**src/rtl/multi_operand_adder_signed_sat_pkg.sv**
```systemverilog
// ee526_adder_pkg: shared FSM states and signed range helpers
package ee526_adder_pkg;
  typedef enum logic {ACCUM, HOLD} state_t;
  function automatic logic signed [63:0] sat_max(input int w);
    return (64'sd1 <<< (w - 1)) - 64'sd1;
  endfunction
  function automatic logic signed [63:0] sat_min(input int w);
    return -(64'sd1 <<< (w - 1));
  endfunction
endpackage

```
**src/rtl/multi_operand_adder_signed_sat_signed_saturate.sv**
```systemverilog
// signed_saturate: narrows a signed value to OUT_W bits, clamping or wrapping, and flags out-of-range
module signed_saturate
  import ee526_adder_pkg::*;
#(
  parameter int IN_W  = 11,
  parameter int OUT_W = 8
) (
  input  logic signed [IN_W-1:0] value,
  input  logic                   sat_en,
  output logic [OUT_W-1:0]       result,
  output logic                   ovf
);
  localparam logic signed [IN_W-1:0] hi = IN_W'(sat_max(OUT_W));
  localparam logic signed [IN_W-1:0] lo = IN_W'(sat_min(OUT_W));
  logic hi_ovf;
  logic lo_ovf;
  // Range test in the wide domain, then pick clamp or truncation
  always_comb begin
    hi_ovf = value > hi;
    lo_ovf = value < lo;
    ovf = hi_ovf || lo_ovf;
    result = (sat_en && hi_ovf) ? hi[OUT_W-1:0] : (sat_en && lo_ovf) ? lo[OUT_W-1:0] : value[OUT_W-1:0];
  end
endmodule

```
**src/rtl/multi_operand_adder_signed_sat.sv**
```systemverilog
// multi_operand_adder_signed_sat: streaming signed group accumulator with saturating/wrapping result
module multi_operand_adder_signed_sat
  import ee526_adder_pkg::*;
#(
  parameter int WIDTH        = 8,
  parameter int NUM_OPERANDS = 5,
  parameter int OUT_WIDTH    = 8,
  localparam int ACC_W = WIDTH + $clog2(NUM_OPERANDS),
  localparam int CNT_W = $clog2(NUM_OPERANDS + 1)
) (
  input  logic                 clk,
  input  logic                 reset,
  input  logic                 sat_en,
  input  logic [WIDTH-1:0]     in_data,
  input  logic                 in_valid,
  input  logic                 in_last,
  output logic                 in_ready,
  output logic [OUT_WIDTH-1:0] out_data,
  output logic                 out_ovf,
  output logic [CNT_W-1:0]     out_count,
  output logic                 out_valid,
  input  logic                 out_ready
);
  state_t state;
  state_t state_n;
  logic signed [ACC_W-1:0] acc;
  logic signed [ACC_W-1:0] nsum;
  logic [CNT_W-1:0] count;
  logic [CNT_W-1:0] ncount;
  logic fire;
  logic done;
  logic [OUT_WIDTH-1:0] sat_data;
  logic sat_ovf;
  assign in_ready = state == ACCUM;
  assign out_valid = state == HOLD;
  // Next sum/count for the offered beat and the group-end decision
  always_comb begin
    nsum = acc + {{(ACC_W-WIDTH){in_data[WIDTH-1]}}, in_data};
    ncount = count + CNT_W'(1);
    fire = in_valid && in_ready;
    done = fire && (in_last || ncount == CNT_W'(NUM_OPERANDS));
    state_n = (state == ACCUM) ? (done ? HOLD : ACCUM) : (out_ready ? ACCUM : HOLD);
  end
  signed_saturate #(.IN_W(ACC_W), .OUT_W(OUT_WIDTH)) u_sat (
    .value (nsum),
    .sat_en(sat_en),
    .result(sat_data),
    .ovf   (sat_ovf)
  );
  // State, accumulator and result register; result captured on the final beat only
  always_ff @(posedge clk) begin
    if (reset) begin
      state <= ACCUM;
      acc <= '0;
      count <= '0;
      out_data <= '0;
      out_ovf <= 1'b0;
      out_count <= '0;
    end else begin
      state <= state_n;
      if (fire) begin
        acc <= done ? '0 : nsum;
        count <= done ? '0 : ncount;
      end
      if (done) begin
        out_data <= sat_data;
        out_ovf <= sat_ovf;
        out_count <= ncount;
      end
    end
  end
endmodule

```
**config.mk**
```make
export PLATFORM = sky130hd
export DESIGN_NAME = multi_operand_adder_signed_sat
export DESIGN_NICKNAME = d
export VERILOG_FILES = /design/src/rtl/multi_operand_adder_signed_sat_pkg.sv /design/src/rtl/multi_operand_adder_signed_sat_signed_saturate.sv /design/src/rtl/multi_operand_adder_signed_sat.sv
export SDC_FILE = /design/constraint.sdc
export NUM_CORES = 1
export LEC_CHECK = 0
export ABC_AREA = 1
export CAP_MARGIN = 20
export CORE_ASPECT_RATIO = 1.1
export CORE_MARGIN = 5
export CORE_UTILIZATION = 40
export DETAILED_ROUTE_END_ITERATION = 8
export PLACE_DENSITY_LB_ADDON = 0.08
export SLEW_MARGIN = 10
export SYNTH_ARGS = -nofsm -noshare
export SYNTH_HDL_FRONTEND = slang
export SYNTH_SLANG_ARGS = --single-unit
```
**constraint.sdc**
```tcl
create_clock -name clk -period 2.5 [get_ports clk]
set_input_delay 0.625 -clock clk [delete_from_list [all_inputs] [get_ports clk]]
set_output_delay 0.625 -clock clk [all_outputs]
set_load 0.01 [all_outputs]
```
==> impl_metrics.py <==
metrics = {
    "grt": {
        "grt_pass1_wl_mm": 6.837,
        "grt_max_degree": 16,
        "grt_pass1_vias": 1529,
        "grt_overflow": 0,
        "antenna_found_initial": 0,
        "grt_use_total": 0.1517,
    },
    "sta": {
        "drv_slew": 0,
        "fin_crit_ns": 2.380,
        "period_share": 0.9521,
        "worstMarginPinSlew_ns": 0.4419,
        "setup_tns_ns": 0,
        "fmax_mhz": 420.1,
        "hold_viol_final": 0,
        "rsz0062_at_grt": "no",
        "final-setup-viol-count": 0,
        "setup_ws_ns": 0.1197,
        "slew_headroom": 0.7047,
        "finClkSkew_ns": 0.006691,
    },
    "critical_path": {
        "crit_type": "input pin to flop",
        "rr_startpoint": "acc[0]",
        "start_kind": "input pin",
        "r2r_end": "out_data[7]",
        "crit_fanout": 8,
        "cp_data_arrival_time_ns": 2.60,
        "rr_worst_depth": 14,
        "r2r_slack_ns": 0.60,
        "cp.required_ns": 2.72,
        "end_kind": "flop",
    },
    "drt": {
        "route.detailed.drc": 0,
        "drtIter0Drc": 73,
        "dr_total_vias": 1622,
        "first_pass_iters": 4,
        "post_drt_via_cell_ratio": 4.757,
        "wl_per_cell_um": 12.02,
        "wl_mm": 4.100,
        "ant_nets": 0,
    },
    "floorplanning": {
        "dieWidth_um": 71.57,
        "dieArea_um2": 5562,
        "core_um2": 3994,
        "start_util": 0.4176,
        "rows": 24,
        "die_h_um": 77.73,
        "io_pins": 28,
    },
    "synthesis": {
        "ys_warn_count": 0,
        "ys_seq_area_frac": 0.3241,
        "synth.distinct_cells": 26,
        "netlist_area_um2": 1668,
        "ys_ff_latch": 27,
        "syn_inst": 237,
        "syn_area_per_cell_um2": 7.037,
        "syn_nets": 264,
    },
    "clock_tree": {
        "ctsHtreeMaxLevel": 1,
        "cts_tree": "yes",
        "cts_root_buf": "clkbuf_8",
        "cts-buffers-inserted": 3,
        "hold_buffers": 0,
        "clockBufferDepth": 2,
        "clk_latency_ns": 0.27,
        "cts.sinks": 27,
        "clkTransAtPathRegs_ns": 0.10,
    },
    "run_status": {
        "status": "completed",
    },
    "worst_hold_path": {
        "min_from": "acc[5]",
        "hold_end": "acc[5]",
        "hold_path_depth": 2,
        "hold_class": "flop to flop",
    },
    "cells_and_area": {
        "layout.area.seq_um2": 540.5,
        "utilization": 0.5692,
        "finalNetCount": 317,
        "layout-drive-gt1-share": 0.2007,
        "final_cells": 341,
        "multi_input_area_um2": 1051,
        "num_antenna_cells": 0,
        "area_growth_syn_to_layout_pct": 36.31,
        "nFillCells": 386,
    },
    "placed_design": {
        "portBuffers": 27,
        "pre_cts_ws_ns": -0.2891,
        "dp_hpwl_mm": 3.206,
        "post-place-cells": 336,
        "gp_congestion": 0.8099,
    },
    "pwr": {
        "leakagePower_nw": 1.061,
        "powerDensity_nw_per_um2": 533.9,
        "vdd_ir_drop_max_uv": 352.8,
    },
    "flow_run": {
        "drv_cap": 0,
    },
}
==> registers in the layout, summed over array words and instances, names as in the netlist <==
name,count
acc,11
out_count,3
out_ovf,1
out_data,8
out_valid,1
count,3
==> critical path: stages <==
cell             delay [ns]
clkdlybuf4s50_1        0.47
ha_2                   0.18
inv_1                  0.05
fa_2                   0.35
o21ai_2                0.16
nand2_2                0.08
nand2_1                0.09
nand2_1                0.06
nand2_1                0.08
nand3_2                0.09
nand3_2                0.07
nand2_2                0.06
clkinv_4               0.08
nand2_2                0.05
a21oi_2                0.10
==> layer usage <==
metal / share of wire / global-route usage / vias up
li1: - / - / 869
met1: 0.50 / 0.1986 / 728
met2: 0.46 / 0.2528 / 21
met3: 0.033 / 0.02713 / 4
met4: 0.011 / 0.04511 / 0
met5: 0 / 0 / -
==> metrics by stage <==
| stage | total power [W] | cell area (µm²) | hold WS, ns |
|---|---|---|---|
| after floorplan | 0.0007618 | 1668 | 0.4335 |
| after global placement | 0.0009530 | 2170 | 0.4554 |
| after detailed placement | 0.0009544 | 2170 | 0.4604 |
| after CTS | 0.001212 | 2216 | 0.4757 |
| after global routing | 0.001303 | 2273 | 0.4900 |
| final | 0.001214 | 2273 | 0.4741 |
==> where the power goes <==
group          total [W]  internal [W]  leakage, nW  switching (W)
registers       0.000487      0.000466        0.222      0.0000204
clock network   0.000249      0.000112       0.0255       0.000137
logic           0.000478      0.000224        0.814       0.000254
total            0.00121      0.000802         1.06       0.000412
==> synthesized netlist by cell type <==
library cell	count	share of area
nand2_1	72	0.16
a21oi_1	27	0.081
dfxtp_1	27	0.32
inv_1	23	0.052
nor2_1	14	0.032
ha_1	12	0.090
o21ai_0	12	0.036
nand3_1	9	0.027
nand2_2	5	0.019
nand3_2	5	0.030
xnor2_1	4	0.021
a21oi_2	3	0.016
clkbuf_1	3	0.0068
nand4_1	3	0.011
xor2_1	3	0.016
buf_2	2	0.0060
inv_2	2	0.0045
nor2_2	2	0.0075
o21bai_1	2	0.0090
a21oi_4	1	0.0098
clkinv_4	1	0.0053
fa_1	1	0.012
nand3_4	1	0.011
o211ai_1	1	0.0045
o21ai_1	1	0.0030
o21ai_2	1	0.0053
==> layout make-up <==
cell class	instances	share of cell area
clock buffer	3	0.01816
clock inverter	1	0.002201
inverter	26	0.04513
multi-input combinational	179	0.4623
sequential	27	0.2378
tap	52	0.02862
timing repair buffer	53	0.2058
==> placed cells by master, fill, tap and decap left out, drive strengths merged, types with 3 or more instances in the layout <==
cell type	n
ha	12
nand3	15
xnor2	4
buf	26
inv	25
nor2	16
a21oi	31
clkdlybuf4s50	26
nand4	3
clkbuf	3
o21ai	14
dfxtp	27
xor2	3
nand2	77
==> worst max-delay path by stage <==
| stage | from | to | depth (start not counted) |
|---|---|---|---|
| finish | in_data[0] | out_data[7] | 15 |
| global route | in_data[0] | out_data[3] | 13 |
| CTS | in_data[0] | out_data[7] | 14 |
| detailed placement | in_data[0] | out_data[7] | 14 |
| global placement | in_data[7] | out_data[7] | 12 |
| floorplan | in_data[0] | out_data[7] | 13 |
==> cells by family after synthesis <==
family                   after synthesis  share of synthesized area
adder cells (fa/ha/maj)               13                     0.1020
buffers and inverters                 31                    0.07427
flip-flops                            27                     0.3241
AND/OR/NAND/NOR                      111                     0.2986
AO/OA/AOI/OAI                         48                     0.1643
XOR/XNOR                               7                    0.03676
==> what timing repair did <==
action / CTS / global route
setup buffers: 0 / 1
gates resized for setup: 0 / 9
endpoints found under the setup margin: 0 / 9
Note: power is estimated with default switching activity, not from simulation.
